--- src/rtl/cpu_trace_emitter_if.sv ---
// Event-in / byte-out bus of the CPU trace line emitter.
// master: event source and byte sink side; slave: the emitter.
interface cpu_trace_emitter_if;
  logic        in_valid;
  logic        in_ready;
  logic        kind;
  logic [13:0] time_v;
  logic [31:0] pc;
  logic [4:0]  grf;
  logic [31:0] addr;
  logic [31:0] data;
  logic [7:0]  char;
  logic        char_valid;
  logic        out_ready;

  modport master (
    output in_valid, kind, time_v, pc, grf, addr, data, out_ready,
    input  in_ready, char, char_valid
  );

  modport slave (
    input  in_valid, kind, time_v, pc, grf, addr, data, out_ready,
    output in_ready, char, char_valid
  );
endinterface

--- src/rtl/cpu_trace_emitter.sv ---
// Serialises one write-back event into "^<time>@<pc>: $<grf>|*<addr> <= <data>#", one byte per cycle.
// Build option EMIT_TIME_ZPAD_EN: time field always 4 digits with leading zeros.
module cpu_trace_emitter #(
  parameter int unsigned PAD_SP = 1
) (
  input  logic                clk,
  input  logic                reset,
  cpu_trace_emitter_if.slave  bus
);

  localparam int unsigned TIME_W = 14;
  localparam int unsigned BCD_W  = 16;
  localparam int unsigned DD_W   = BCD_W + TIME_W;
  localparam int unsigned IDX_W  = 3;
  localparam int unsigned CNT_W  = 4;

  localparam logic [CNT_W-1:0]  CONV_STEPS = CNT_W'(TIME_W);
  localparam logic [TIME_W-1:0] TIME_MAX   = TIME_W'(9999);
  localparam logic [IDX_W-1:0]  PAD_LAST   = IDX_W'(PAD_SP - 1);
  localparam logic [IDX_W-1:0]  HEX_LAST   = IDX_W'(7);
  localparam bit                HAS_PAD    = (PAD_SP != 0);

  typedef enum logic [4:0] {
    IDLE, CONV, CARET, TIME, AT, PC, COLON, SP1, TAG,
    GRF, ADDR, SP2, LT, EQ, SP3, DATA, HASH
  } state_t;

  typedef struct packed {
    logic        kind;
    logic [31:0] pc;
    logic [4:0]  grf;
    logic [31:0] addr;
    logic [31:0] data;
  } evt_t;

  state_t           state_q, state_d;
  evt_t             evt_q, evt_d;
  logic [DD_W-1:0]  dd_q, dd_d;
  logic [CNT_W-1:0] cnt_q, cnt_d;
  logic [IDX_W-1:0] idx_q, idx_d;
  logic [7:0]       char_q, char_d;
  logic             char_valid_q, char_valid_d;
  logic             in_ready_q, in_ready_d;

  logic [BCD_W-1:0] bcd;
  logic [IDX_W-1:0] time_last;
  logic [1:0]       grf_tens;
  logic [3:0]       grf_ones;
  logic [4:0]       grf_tens_x10;
  logic             load;
  logic             last;
  logic [7:0]       load_char;
  logic [TIME_W-1:0] time_sat;

  // One double-dabble step: add 3 to every BCD digit >= 5, then shift left.
  function automatic logic [DD_W-1:0] dd_step(input logic [DD_W-1:0] v);
    logic [DD_W-1:0] t;
    t = v;
    for (int i = 0; i < 4; i++) begin
      if (t[TIME_W + 4*i +: 4] >= 4'd5) t[TIME_W + 4*i +: 4] = t[TIME_W + 4*i +: 4] + 4'd3;
    end
    return {t[DD_W-2:0], 1'b0};
  endfunction

  function automatic logic [7:0] dec_char(input logic [3:0] n);
    return 8'h30 + {4'h0, n};
  endfunction

  function automatic logic [7:0] hex_char(input logic [3:0] n);
    return (n < 4'd10) ? (8'h30 + {4'h0, n}) : (8'h57 + {4'h0, n});
  endfunction

  assign bcd      = dd_q[DD_W-1 -: BCD_W];
  assign last     = (idx_q == '0);
  assign time_sat = (bus.time_v > TIME_MAX) ? TIME_MAX : bus.time_v;

  // Index of the most significant time digit to print.
  always_comb begin
`ifdef EMIT_TIME_ZPAD_EN
    time_last = IDX_W'(3);
`else
    if      (bcd[15:12] != 4'd0) time_last = IDX_W'(3);
    else if (bcd[11:8]  != 4'd0) time_last = IDX_W'(2);
    else if (bcd[7:4]   != 4'd0) time_last = IDX_W'(1);
    else                         time_last = IDX_W'(0);
`endif
  end

  always_comb begin
    if      (evt_q.grf >= 5'd30) grf_tens = 2'd3;
    else if (evt_q.grf >= 5'd20) grf_tens = 2'd2;
    else if (evt_q.grf >= 5'd10) grf_tens = 2'd1;
    else                         grf_tens = 2'd0;
    grf_tens_x10 = 5'(grf_tens) * 5'd10;
    grf_ones     = 4'(evt_q.grf - grf_tens_x10);
  end

  // Next-state: accept, convert, then advance one byte per sink transfer.
  always_comb begin
    state_d      = state_q;
    evt_d        = evt_q;
    dd_d         = dd_q;
    cnt_d        = cnt_q;
    idx_d        = idx_q;
    char_valid_d = char_valid_q;
    load         = 1'b0;

    case (state_q)
      IDLE: begin
        if (bus.in_valid) begin
          state_d = CONV;
          evt_d   = '{kind: bus.kind, pc: bus.pc, grf: bus.grf, addr: bus.addr, data: bus.data};
          dd_d    = {{BCD_W{1'b0}}, time_sat};
          cnt_d   = '0;
        end
      end
      CONV: begin
        if (cnt_q != CONV_STEPS) begin
          dd_d  = dd_step(dd_q);
          cnt_d = cnt_q + CNT_W'(1);
        end else begin
          state_d = CARET;
          load    = 1'b1;
        end
      end
      default: begin
        if (char_valid_q && bus.out_ready) begin
          load = 1'b1;
          case (state_q)
            CARET: begin state_d = TIME; idx_d = time_last; end
            TIME:  if (last) state_d = AT; else idx_d = idx_q - IDX_W'(1);
            AT:    begin state_d = PC; idx_d = HEX_LAST; end
            PC:    if (last) state_d = COLON; else idx_d = idx_q - IDX_W'(1);
            COLON: if (HAS_PAD) begin state_d = SP1; idx_d = PAD_LAST; end else state_d = TAG;
            SP1:   if (last) state_d = TAG; else idx_d = idx_q - IDX_W'(1);
            TAG: begin
              if (evt_q.kind) begin
                state_d = ADDR;
                idx_d   = HEX_LAST;
              end else begin
                state_d = GRF;
                idx_d   = (grf_tens != 2'd0) ? IDX_W'(1) : IDX_W'(0);
              end
            end
            GRF, ADDR: begin
              if (!last) idx_d = idx_q - IDX_W'(1);
              else if (HAS_PAD) begin state_d = SP2; idx_d = PAD_LAST; end
              else state_d = LT;
            end
            SP2:   if (last) state_d = LT; else idx_d = idx_q - IDX_W'(1);
            LT:    state_d = EQ;
            EQ:    if (HAS_PAD) begin state_d = SP3; idx_d = PAD_LAST; end
                   else begin state_d = DATA; idx_d = HEX_LAST; end
            SP3:   if (last) begin state_d = DATA; idx_d = HEX_LAST; end
                   else idx_d = idx_q - IDX_W'(1);
            DATA:  if (last) state_d = HASH; else idx_d = idx_q - IDX_W'(1);
            default: begin
              // '#' handed off: line complete.
              state_d      = IDLE;
              char_valid_d = 1'b0;
              load         = 1'b0;
            end
          endcase
        end
      end
    endcase

    if (load) char_valid_d = 1'b1;
    in_ready_d = (state_d == IDLE);
  end

  // Byte presented for the state/index being entered.
  always_comb begin
    load_char = 8'h00;
    case (state_d)
      CARET:         load_char = 8'h5e;
      TIME:          load_char = dec_char(bcd[{idx_d[1:0], 2'b00} +: 4]);
      AT:            load_char = 8'h40;
      PC:            load_char = hex_char(evt_q.pc[{idx_d, 2'b00} +: 4]);
      COLON:         load_char = 8'h3a;
      SP1, SP2, SP3: load_char = 8'h20;
      TAG:           load_char = evt_q.kind ? 8'h2a : 8'h24;
      GRF:           load_char = (idx_d != '0) ? dec_char({2'b00, grf_tens}) : dec_char(grf_ones);
      ADDR:          load_char = hex_char(evt_q.addr[{idx_d, 2'b00} +: 4]);
      LT:            load_char = 8'h3c;
      EQ:            load_char = 8'h3d;
      DATA:          load_char = hex_char(evt_q.data[{idx_d, 2'b00} +: 4]);
      HASH:          load_char = 8'h23;
      default:       load_char = 8'h00;
    endcase
    char_d = load ? load_char : char_q;
  end

  always_ff @(posedge clk or negedge reset) begin
    if (!reset) begin
      state_q      <= IDLE;
      evt_q        <= '0;
      dd_q         <= '0;
      cnt_q        <= '0;
      idx_q        <= '0;
      char_q       <= 8'h00;
      char_valid_q <= 1'b0;
      in_ready_q   <= 1'b1;
    end else begin
      state_q      <= state_d;
      evt_q        <= evt_d;
      dd_q         <= dd_d;
      cnt_q        <= cnt_d;
      idx_q        <= idx_d;
      char_q       <= char_d;
      char_valid_q <= char_valid_d;
      in_ready_q   <= in_ready_d;
    end
  end

  assign bus.in_ready   = in_ready_q;
  assign bus.char       = char_q;
  assign bus.char_valid = char_valid_q;

endmodule

--- src/flat_wrapper.sv ---
// flat-port wrapper written by rule: the top's interface ports become plain ports
module cpu_trace_emitter_flat 
#(
  parameter int unsigned PAD_SP = 1
)
  (clk, reset, bus_in_valid, bus_kind, bus_time_v, bus_pc, bus_grf, bus_addr, bus_data, bus_out_ready, bus_in_ready, bus_char, bus_char_valid);
  cpu_trace_emitter_if bus_i ();
  input  logic clk;
  input  logic reset;
  input wire logic [$bits(bus_i.in_valid)-1:0] bus_in_valid;
  input wire logic [$bits(bus_i.kind)-1:0] bus_kind;
  input wire logic [$bits(bus_i.time_v)-1:0] bus_time_v;
  input wire logic [$bits(bus_i.pc)-1:0] bus_pc;
  input wire logic [$bits(bus_i.grf)-1:0] bus_grf;
  input wire logic [$bits(bus_i.addr)-1:0] bus_addr;
  input wire logic [$bits(bus_i.data)-1:0] bus_data;
  input wire logic [$bits(bus_i.out_ready)-1:0] bus_out_ready;
  output wire logic [$bits(bus_i.in_ready)-1:0] bus_in_ready;
  output wire logic [$bits(bus_i.char)-1:0] bus_char;
  output wire logic [$bits(bus_i.char_valid)-1:0] bus_char_valid;
  assign bus_i.in_valid = bus_in_valid;
  assign bus_i.kind = bus_kind;
  assign bus_i.time_v = bus_time_v;
  assign bus_i.pc = bus_pc;
  assign bus_i.grf = bus_grf;
  assign bus_i.addr = bus_addr;
  assign bus_i.data = bus_data;
  assign bus_i.out_ready = bus_out_ready;
  assign bus_in_ready = bus_i.in_ready;
  assign bus_char = bus_i.char;
  assign bus_char_valid = bus_i.char_valid;
  cpu_trace_emitter #(.PAD_SP(PAD_SP)) u_core (.clk(clk), .reset(reset), .bus(bus_i));
endmodule
--- config.mk ---
export PLATFORM = sky130hd
export DESIGN_NAME = cpu_trace_emitter_flat
export DESIGN_NICKNAME = d
export VERILOG_FILES = /design/src/rtl/cpu_trace_emitter_if.sv /design/src/rtl/cpu_trace_emitter.sv /design/src/flat_wrapper.sv
export SDC_FILE = /design/constraint.sdc
export NUM_CORES = 1
export LEC_CHECK = 0
export CORE_MARGIN = 2
export CORE_UTILIZATION = 46
export CTS_CLUSTER_DIAMETER = 30
export DETAILED_ROUTE_END_ITERATION = 7
export PLACE_DENSITY = 0.79
export SLEW_MARGIN = 30
export SYNTH_ARGS = -nofsm -noshare
export SYNTH_HDL_FRONTEND = slang
export SYNTH_SLANG_ARGS = --single-unit
export TNS_END_PERCENT = 10
--- constraint.sdc ---
create_clock -name clk -period 4.46 [get_ports clk]
set_clock_uncertainty 0.2 [all_clocks]
set_input_delay 0.892 -clock clk [delete_from_list [all_inputs] [get_ports clk]]
set_output_delay 0.892 -clock clk [all_outputs]
set_load 0.01 [all_outputs]
==> results of run 1 <==
layout by cell type (no fill, tap or decap), types with 14 or more instances in the layout:
cell and instances:
nand2_1 367, ha_1 18, nand3_1 14, nor3_1 22, inv_1 30, a21oi_1 31, clkdlybuf4s50_1 127, nor2_1 44
mux2i_1 32, clkbuf_16 17, dfrtp_1 152, buf_4 30, o21ai_0 44
registers in the layout, indices dropped and copies added, names as in the netlist:
register,cells
u_core.bus.char,7
u_core.bus.char_valid,1
u_core.bus.in_ready,1
u_core.cnt_q,4
u_core.dd_q,30
u_core.evt_q,102
u_core.idx_q,3
u_core.state_q,5
worst max-delay path: cells and delay by family, from the launching register on:
family	cells	cell delay (ns)
muxes	1	0.28
AOI/OAI and AO/OA	7	1.28
and+or+nand+nor	3	0.56
DFF	1	0.43
adders and majority gates	3	0.64
buffers and inverters	4	0.64
kinds of logic after synthesis:
group,after synthesis,share of synthesized area (%)
xor+xnor,13,1.30
compound gates,174,13.7
simple gates,514,25.3
buf+inv,91,4.90
flops,153,43.6
mux,54,8.30
other cells,1,0.0427
fa+ha+maj,20,2.90
power groups by stage:
stage               Combinational [uW]  Clock, uW  Sequential [uW]
floorplan                         2660          0             2390
global placement                  3510          0             2550
detailed placement                3610          0             2560
CTS                               3640       1430             2540
global route                      4090       1490             2630
finish                            3630       1410             2550
final timing paths:
| check | start | end | slack (ns) | depth (start not counted) |
|---|---|---|---|---|
| setup / recovery | u_core.idx_q[0]$_DFF_PN0_ | u_core.bus.char[2]$_DFFE_PN0P_ | 0.28 | 18 |
| hold / removal | u_core.evt_q[28]$_DFFE_PN0P_ | u_core.evt_q[28]$_DFFE_PN0P_ | 0.27 | 2 |
| setup reg to reg | u_core.idx_q[0]$_DFF_PN0_ | u_core.bus.char[2]$_DFFE_PN0P_ | 0.28 | 18 |
| hold reg to reg | u_core.evt_q[28]$_DFFE_PN0P_ | u_core.evt_q[28]$_DFFE_PN0P_ | 0.27 | 2 |
| max in group asynchronous | reset | u_core.evt_q[101]$_DFFE_PN0P_ | 2.78 | 2 |
| min in group asynchronous | reset | u_core.dd_q[0]$_DFFE_PN0P_ | 0.35 | 1 |
metrics by stage:
| stage | instance area [um^2] | power, uW |
|---|---|---|
| 2_1_floorplan | 8790 | 5060 |
| 3_3_place_gp | 10400 | 6050 |
| 3_5_place_dp | 10400 | 6170 |
| 4_1_cts | 11000 | 7620 |
| 5_1_grt | 11000 | 8210 |
| 6_report | 11000 | 7600 |
routing by layer:
layer / up-vias / global-route usage (%)
met3: 48 / 5.08
met1: 3647 / 32.0
met2: 236 / 37.0
met4: 0 / 7.89
li1: 3731 / -
met5: - / 0
layout make-up:
class	count	area, um^2	area share (%)
multi-input cells	776	4560	41.6
inverters	35	134	1.22
well taps	234	293	2.67
clock inverters	15	154	1.40
flip-flops and latches	153	3830	34.9
repair buffers	161	1570	14.3
clock buffers	17	425	3.88
==> results.md, run 1 <==
- Die ar.: 20200 um^2
- Final worst slack: 0.275 ns
- Comb power frac: 47.8%
- Seq cells post-synth: 153
- DR iter-0 viols: 563
- RSZ-0062 raised after global routing: false
- Area leader, netlist: dfrtp_1
- CTS Hold Buffers Added: 0
- Critical-path top delay cell: dfrtp_1
- Clock Latency Late Sink: 0.43 ns
- N_diodes: 0
- Cells after Synth: 1020
- Share of cells above drive strength 1: 10.0%
- Sw Ratio: 41.9%
- Pleak: 0.00505 uW
- Worst Hold Class: flip-flop to flip-flop
- WHS: 0.272 ns
- Vias in the first global route: 7401
- Count of final setup violators: 0
- CTS clk-pin slew, worst paths: 0.07 ns
- Fin. max-slew vios: 0
- Internal: 4420 uW
- Fill cell count: 1597
- Clock group share of total power: 18.6%
- Port Buf Inserts: 128
- Sequential area share after synthesis: 43.6%
- Critical Path RT: 4.55 ns
- Effective utilization at floorplan: 47.0%
- Total clock sinks: 153
- Synthesized Nets: 1159
- Htree depth: 4
- Via Count: 7662
- Synth Warn #: 0
- Core area: 18700 um^2
- Area share of the largest cell type after synthesis: 43.3%
- Initial antenna violation count: 0
- Library cells used by synthesis: 85
- Critical Path Sink Type: flip-flop
- First-pass DRT Iterations: 5
- Post-synth top flop: dfrtp_1
- Period utilisation layout: 93.8%
- Largest net degree at the start of global routing: 104
- CP max stage delay: 0.43 ns
- Total GRT Usage: 23.4%
- Worst rel slew slack: 46.2%
- Via density: 5.51
- Final wirelength: 22700 um
- Arr. time, crit path: 4.28 ns
- Met2 routed WL: 10900 um
- Width of the die: 142 um
- Clk buf depth: 2
- GR Overflow Total: 0
- CP startpoint kind: flip-flop
- Synth top area cells: dfrtp_1 43%, nand2_1 16%, mux2i_1 3.6%
- Highest routed layer: met4
- Outcome: finished, final reports clean
- Final HPWL DP: 16500 um
- Global-route wire length before repair: 37300 um
- Post-synth EDFFs: 0
- Wirelength per Cell: 16.3 um
- Cell Count, Final, Fillers Out: 1391
- Most frequent cell after synthesis: nand2_1
- Cell Rows: 50
- Met3 wire len: 1320 um
- Worst-margin pin slew: 0.807 ns
- Power Density: 694 nW/um^2
- CTS root buffer: clkbuf_16
- Min cycle time layout: 4.18 ns
- Worst vdd ir: 0.306 mV
- Async set or reset register ratio after synthesis: 100%
- Post-synth top cells: 367 x nand2_1, 152 x dfrtp_1, 44 x nor2_1, 44 x o21ai_0, 37 x clkbuf_1
- Worst path cell trace: inv_1 > ha_1 > nor2b_2 > inv_2 > ha_1 > and3b_1 > o211ai_1 > nand4_1 > o22ai_4 > buf_12 > buf_12 > mux2i_1 > a211oi_1 > a31oi_1 > ha_1 > a21oi_1 > o21ai_1 > a41oi_2
- Remaining antenna violation count: 0
- Max-Cap Viols: 0
- Postcts setup bufs: 0
- GP Congestion: 0.924
- FMAX: 239 MHz
- Io pins: 130
- Die height: 142 um
- Crit Path Max Fanout: 13
- CTS tree: yes
- Hold Violations, Final: 0
- Post-CTS sizing: 0
- Num CTS Buffers: 17
- Routed metal-1 wirelength: 9920 um
- Core Util, Final: 58.6%
- Setup_tns: 0 ns
- Area added between synthesis and finish: 24.7%
- Number of placed cells counting well taps: 1359
- Drc violations: 0
- Final Net Count: 1283
- Switching pwr: 3190 uW
- Crit Path Class: flip-flop to flip-flop
- Mapped cell area: 8790 um^2
- DP Worst Slack: 0.0379 ns
- Sequential share of power: 33.6%
- Synthesized area per cell: 8.62 um^2
- Crit-path most repeated cell: ha_1
No activity file was read; power rests on OpenSTA's default activity.
==> run 2, diff against run 1 <==
--- a/config.mk
+++ b/config.mk
@@ -5,8 +5,9 @@
 export SDC_FILE = /design/constraint.sdc
 export NUM_CORES = 1
 export LEC_CHECK = 0
-export CORE_MARGIN = 2
+export CORE_MARGIN = 10
 export CORE_UTILIZATION = 46
+export CTS_BUF_LIST = sky130_fd_sc_hd__clkbuf_16
 export CTS_CLUSTER_DIAMETER = 30
 export DETAILED_ROUTE_END_ITERATION = 7
 export PLACE_DENSITY = 0.79
==> results.md, run 2 (synthesis gave the netlist of run 1 again) <==
- Final wirelength: 24100 um (+6.2%)
- GRT busiest layer: met2
- Worst rel slew slack: 47.1% (+0.93 points)
- Clock Latency Late Sink: 0.43 ns (about the same)
- Most flop-heavy register: u_core.evt_q
- Clk buf depth: 2 (unchanged)
- DR iter-0 viols: 526 (-6.6%)
- CTS tree: yes
- Via density: 5.54 (+0.64%)
- Worst vdd ir: 0.305 mV (-0.31%)
- Commonest non-fill, non-tap cells in the layout: 367 x nand2_1, 152 x dfrtp_1, 127 x clkdlybuf4s50_1
- Period utilisation layout: 94.7% (+0.85 points)
- Grt met1 use: 25.1% (-6.9 points)
- Crit Path Class: flip-flop to flip-flop
- Io pins: 130 (unchanged)
- Worst path cell trace: inv_1 > ha_1 > nor2b_2 > inv_2 > a21oi_1 > o21a_1 > a211o_4 > nand2_4 > inv_4 > mux4_2 > o22a_1 > inv_1 > ha_1 > inv_1 > or4_1 > a41oi_2
- Port Buf Inserts: 128 (unchanged)
- Die height: 158 um (+11%)
- Crit Path Max Fanout: 10 (-3)
- Critical Path Sink Type: flip-flop
- Area added between synthesis and finish: 24.2%
- Core Util, Final: 58.2% (-0.42 points)
- Outcome: finished, final reports clean
- Effective utilization at floorplan: 46.8% (-0.16 points)
- Global-route wire length before repair: 39400 um (+5.5%)
- Initial antenna violation count: 0 (unchanged)
- CP startpoint kind: flip-flop
- Hold Violations, Final: 0 (unchanged)
- Critical Path RT: 4.61 ns (+0.06 ns)
- Cell Rows: 50 (unchanged)
- Post-CTS sizing: 0 (unchanged)
- Fill cell count: 1616 (+1.2%)
- Postcts setup bufs: 0 (unchanged)
- RSZ-0062 raised after global routing: false
- Drc violations: 0 (unchanged)
- Largest net degree at the start of global routing: 87 (-16%)
- Final HPWL DP: 17600 um (+6.5%)
- Crit-path most repeated cell: inv_1
- Power Density: 696 nW/um^2 (+0.34%)
- Num CTS Buffers: 17 (unchanged)
- Worst Hold Class: flip-flop to flip-flop
- Number of placed cells counting well taps: 1357 (-0.15%)
- FMAX: 237 MHz (-0.90%)
- Critical-path top delay cell: or4_1
- Pleak: 0.00503 uW (-0.39%)
- Setup_tns: 0 ns (unchanged)
- Via Count: 7700 (+0.50%)
- Worst-margin pin slew: 0.793 ns (-0.0140 ns)
- Total GRT Usage: 19.7% (-3.7 points)
- Die ar.: 25000 um^2 (+24%)
- Min cycle time layout: 4.22 ns (+0.0381 ns)
- Arr. time, crit path: 4.38 ns (+0.10 ns)
- Total clock sinks: 153 (unchanged)
- Final Net Count: 1281 (-0.16%)
- N_diodes: 0 (unchanged)
- Fin. max-slew vios: 0 (unchanged)
- First-pass DRT Iterations: 5 (unchanged)
- Width of the die: 158 um (+11%)
- Max reg flops: 102 (unchanged)
- M3 GR Usage: 5.59% (+0.51 points)
- CTS Hold Buffers Added: 0 (unchanged)
- CP max stage delay: 0.57 ns (+0.14 ns)
- CTS root buffer: clkbuf_16
- CTS clk-pin slew, worst paths: 0.07 ns (about the same)
- Count of final setup violators: 0 (unchanged)
- Met2 usage in global routing: 31.7% (-5.3 points)
- Htree depth: 4 (unchanged)
- Share of cells above drive strength 1: 9.61% (-0.42 points)
- Cell Count, Final, Fillers Out: 1389 (-0.14%)
- Remaining antenna violation count: 0 (unchanged)
- Wirelength per Cell: 17.3 um (+6.4%)
- Core area: 18800 um^2 (+0.33%)
- Total power: 7600 uW (about the same)
- GR Overflow Total: 0 (unchanged)
- Most common cell after layout, fill and taps aside: nand2_1
- Vias in the first global route: 7687 (+3.9%)
- GP Congestion: 0.944 (+2.1%)
- Max-Cap Viols: 0 (unchanged)
-- run 2: worst max-delay path, delay by kind of cell, from the launching register on --
kind | cells | cell delay (ns)
DFF | 1 | 0.44
buffers and inverters | 5 | 0.54
adders and majority gates | 2 | 0.36
muxes | 1 | 0.50
AOI/OAI and AO/OA | 5 | 1.18
and+or+nand+nor | 3 | 0.91
-- run 2: report_power, final --
part           switching (uW)  internal [uW]
Clock                     633            779
Combinational            2010           1610
Sequential                530           2040
-- run 2: worst paths after layout --
check	start	endpoint	slack (ns)	cells after the start
min in group asynchronous	reset	u_core.evt_q[16]$_DFFE_PN0P_	0.29	1
max reg2reg	u_core.idx_q[0]$_DFF_PN0_	u_core.bus.char[2]$_DFFE_PN0P_	0.24	16
max in group asynchronous	reset	u_core.state_q[1]$_DFF_PN0_	2.76	2
min reg2reg	u_core.evt_q[53]$_DFFE_PN0P_	u_core.evt_q[53]$_DFFE_PN0P_	0.28	2
min	u_core.evt_q[53]$_DFFE_PN0P_	u_core.evt_q[53]$_DFFE_PN0P_	0.28	2
max	u_core.idx_q[0]$_DFF_PN0_	u_core.bus.char[2]$_DFFE_PN0P_	0.24	16
-- run 2: cell type report --
class / instances / area (um^2) / share of cell area [%]
tap: 234 / 293 / 2.68
sequential: 153 / 3830 / 35.1
inverter: 35 / 134 / 1.23
clock buffer: 17 / 425 / 3.90
multi-input combinational: 776 / 4560 / 41.7
timing repair buffer: 159 / 1540 / 14.1
clock inverter: 15 / 141 / 1.29
-- run 2: through the flow --
stage               setup slack [ns]  instance area [um^2]  hold WS (ns)
floorplan                      0.469                  8790         0.238
global placement              0.0928                 10400         0.253
detailed placement           -0.0175                 10400         0.259
CTS                            0.298                 10900         0.275
global route                 0.00979                 10900         0.298
finish                         0.237                 10900         0.276
-- run 2: layer usage --
metal,vias to the layer above,part of all wire (%)
met3,40,6.5
met2,240,48
met5,-,0
met1,3685,43
li1,3735,-
met4,0,2.2
==> run 3, diff against run 2 <==
--- a/config.mk
+++ b/config.mk
@@ -6,13 +6,13 @@
 export NUM_CORES = 1
 export LEC_CHECK = 0
 export CORE_MARGIN = 10
-export CORE_UTILIZATION = 46
+export CORE_UTILIZATION = 55
 export CTS_BUF_LIST = sky130_fd_sc_hd__clkbuf_16
 export CTS_CLUSTER_DIAMETER = 30
 export DETAILED_ROUTE_END_ITERATION = 7
-export PLACE_DENSITY = 0.79
+export PLACE_DENSITY = 0.91
 export SLEW_MARGIN = 30
 export SYNTH_ARGS = -nofsm -noshare
 export SYNTH_HDL_FRONTEND = slang
 export SYNTH_SLANG_ARGS = --single-unit
-export TNS_END_PERCENT = 10
+export TNS_END_PERCENT = 20
==> results.md, run 3 (synthesis gave the netlist of run 1 again) <==
- Period utilisation layout: 93.4% (-1.3 points)
- Setup_tns: 0 ns (unchanged)
- Critical-path top delay cell: or4_1
- Htree depth: 4 (unchanged)
- M3 GR Usage: 6.30% (+0.71 points)
- DP Worst Slack: 0.0333 ns (+0.0507 ns)
- CP top delay family: compound AO/OA/AOI/OAI gates
- Hold Violations, Final: 0 (unchanged)
- CP startpoint kind: flip-flop
- Core area: 15800 um^2 (-16%)
- Area added between synthesis and finish: 24.3% (about the same)
- Crit path from: u_core.idx_q[0]$_DFF_PN0_
- CTS clk-pin slew, worst paths: 0.07 ns (about the same)
- R2R Path Start: u_core.idx_q[0]$_DFF_PN0_
- Cell Count, Final, Fillers Out: 1374 (-1.1%)
- Arr. time, crit path: 4.32 ns (-0.06 ns)
- Post-CTS sizing: 0 (unchanged)
- Final worst slack: 0.295 ns (+0.0577 ns)
- Initial antenna violation count: 0 (unchanged)
- Grt met1 use: 28.2% (+3.1 points)
- Num CTS Buffers: 17 (unchanged)
- WP buf/inv: 5 (unchanged)
- CTS root buffer: clkbuf_16
- Outcome: finished, final reports clean
- Commonest non-fill, non-tap cells in the layout: 367 x nand2_1, 152 x dfrtp_1, 127 x clkdlybuf4s50_1
- Min-delay src: u_core.evt_q[4]$_DFFE_PN0P_
- Crit Path Max Fanout: 10 (unchanged)
- Final wirelength: 24600 um (+2.0%)
- Vias in the first global route: 8032 (+4.5%)
- Total power: 7670 uW (+0.95%)
- Critical Path RT: 4.61 ns (about the same)
- N_diodes: 0 (unchanged)
- Share of cells above drive strength 1: 10.0% (+0.41 points)
- Clk buf depth: 2 (unchanged)
- Met2 usage in global routing: 38.0% (+6.3 points)
- Crit Path Class: flip-flop to flip-flop
- Final Net Count: 1284 (+0.23%)
- Max reg flops: 102 (unchanged)
- Wirelength per Cell: 17.9 um (+3.1%)
- Worst path cell trace: inv_1 > ha_1 > nor2b_2 > inv_2 > a21oi_1 > o21a_1 > a211o_4 > nand2_4 > inv_4 > mux4_2 > o22a_1 > inv_1 > ha_1 > inv_1 > or4_1 > a41oi_2
- Drc violations: 0 (unchanged)
- Most common cell after layout, fill and taps aside: nand2_1
- Number of placed cells counting well taps: 1342 (-1.1%)
- Io pins: 130 (unchanged)
- Largest net degree at the start of global routing: 103 (+18%)
- Fin. max-slew vios: 0 (unchanged)
- Core Util, Final: 69.3% (+11 points)
- Count of final setup violators: 0 (unchanged)
- Power Density: 702 nW/um^2 (+0.90%)
- Postcts setup bufs: 0 (unchanged)
- Max-Cap Viols: 0 (unchanged)
- Die ar.: 21400 um^2 (-14%)
- Width of the die: 146 um (-7.5%)
- Final HPWL DP: 18000 um (+2.3%)
- Die height: 146 um (-7.5%)
- Total clock sinks: 153 (unchanged)
- Global-route wire length before repair: 40300 um (+2.3%)
- Via density: 5.76 (+4.0%)
- Via Count: 7921 (+2.9%)
- Worst Hold Class: flip-flop to flip-flop
- Worst-margin pin slew: 0.814 ns (+0.0210 ns)
- First-pass DRT Iterations: 5 (unchanged)
- GP Congestion: 0.955 (+1.2%)
- Total GRT Usage: 22.9% (+3.2 points)
- GRT busiest layer: met2
- DR iter-0 viols: 636 (+21%)
- GR Overflow Total: 0 (unchanged)
- Clock Latency Late Sink: 0.43 ns (about the same)
- Min cycle time layout: 4.17 ns (-0.0577 ns)
- Critical Path Sink Type: flip-flop
- Crit-path most repeated cell: inv_1
- Cell Rows: 46 (-8.0%)
- CTS tree: yes
- FMAX: 240 MHz (+1.4%)
- Port Buf Inserts: 128 (unchanged)
- CTS Hold Buffers Added: 0 (unchanged)
- Worst rel slew slack: 45.7% (-1.4 points)
- CP max stage delay: 0.54 ns (-0.03 ns)
- Pleak: 0.00505 uW (+0.38%)
- Effective utilization at floorplan: 55.7% (+8.9 points)
- Remaining antenna violation count: 0 (unchanged)
- Worst vdd ir: 0.361 mV (+18%)
- Most flop-heavy register: u_core.evt_q
- RSZ-0062 raised after global routing: false
## run 3: changes by cell type in the layout (fill, tap and decap cells not counted), sizes merged
cell	delta
clkbuf	+1
clkinvlp	-1
inv	-2
buf	+2
bufinv	-1
clkinv	+4
## run 3: power breakdown
| part | internal (uW) | switching (uW) | total (uW) | leakage, uW |
|---|---|---|---|---|
| Combinational | 1650 | 2080 | 3720 | 0.00288 |
| Sequential | 2040 | 537 | 2580 | 0.00190 |
| Clock | 733 | 635 | 1370 | 0.000276 |
## run 3: final cells by class
class                      instances  area, um^2
sequential                       153        3830
clock buffer                      17         425
timing repair buffer             162        1570
clock inverter                    15         145
inverter                          35         134
multi-input combinational        776        4560
fill                            1193        4840
tap                              216         270
## run 3: per-layer routing
metal	wire, um	vias to the layer above
met1	9960	3814
met2	12100	325
met5	0	-
li1	-	3734
met3	1840	48
met4	623	0
## run 3: final timing paths
kind                       cells past startpoint                        endpoint  slack [ns]
max                                           16  u_core.bus.char[2]$_DFFE_PN0P_        0.29
min                                            2     u_core.evt_q[4]$_DFFE_PN0P_        0.28
max reg2reg                                   16  u_core.bus.char[2]$_DFFE_PN0P_        0.29
min reg2reg                                    2     u_core.evt_q[4]$_DFFE_PN0P_        0.28
max in group asynchronous                      2    u_core.evt_q[41]$_DFFE_PN0P_        2.78
min in group asynchronous                      1      u_core.dd_q[0]$_DFFE_PN0P_        0.34
## run 3: stage by stage
stage	hold WS (ns)	instance area (um^2)
after floorplan	0.238	8790
after global placement	0.254	10400
after detailed placement	0.261	10400
after CTS	0.278	10900
after global routing	0.304	10900
final	0.276	10900
## run 3: tightest hold or removal path, stage by stage, from the launching register on
cell	delay, ns
dfrtp_1	0.34
nand2_1	0.05
nand2_1	0.05
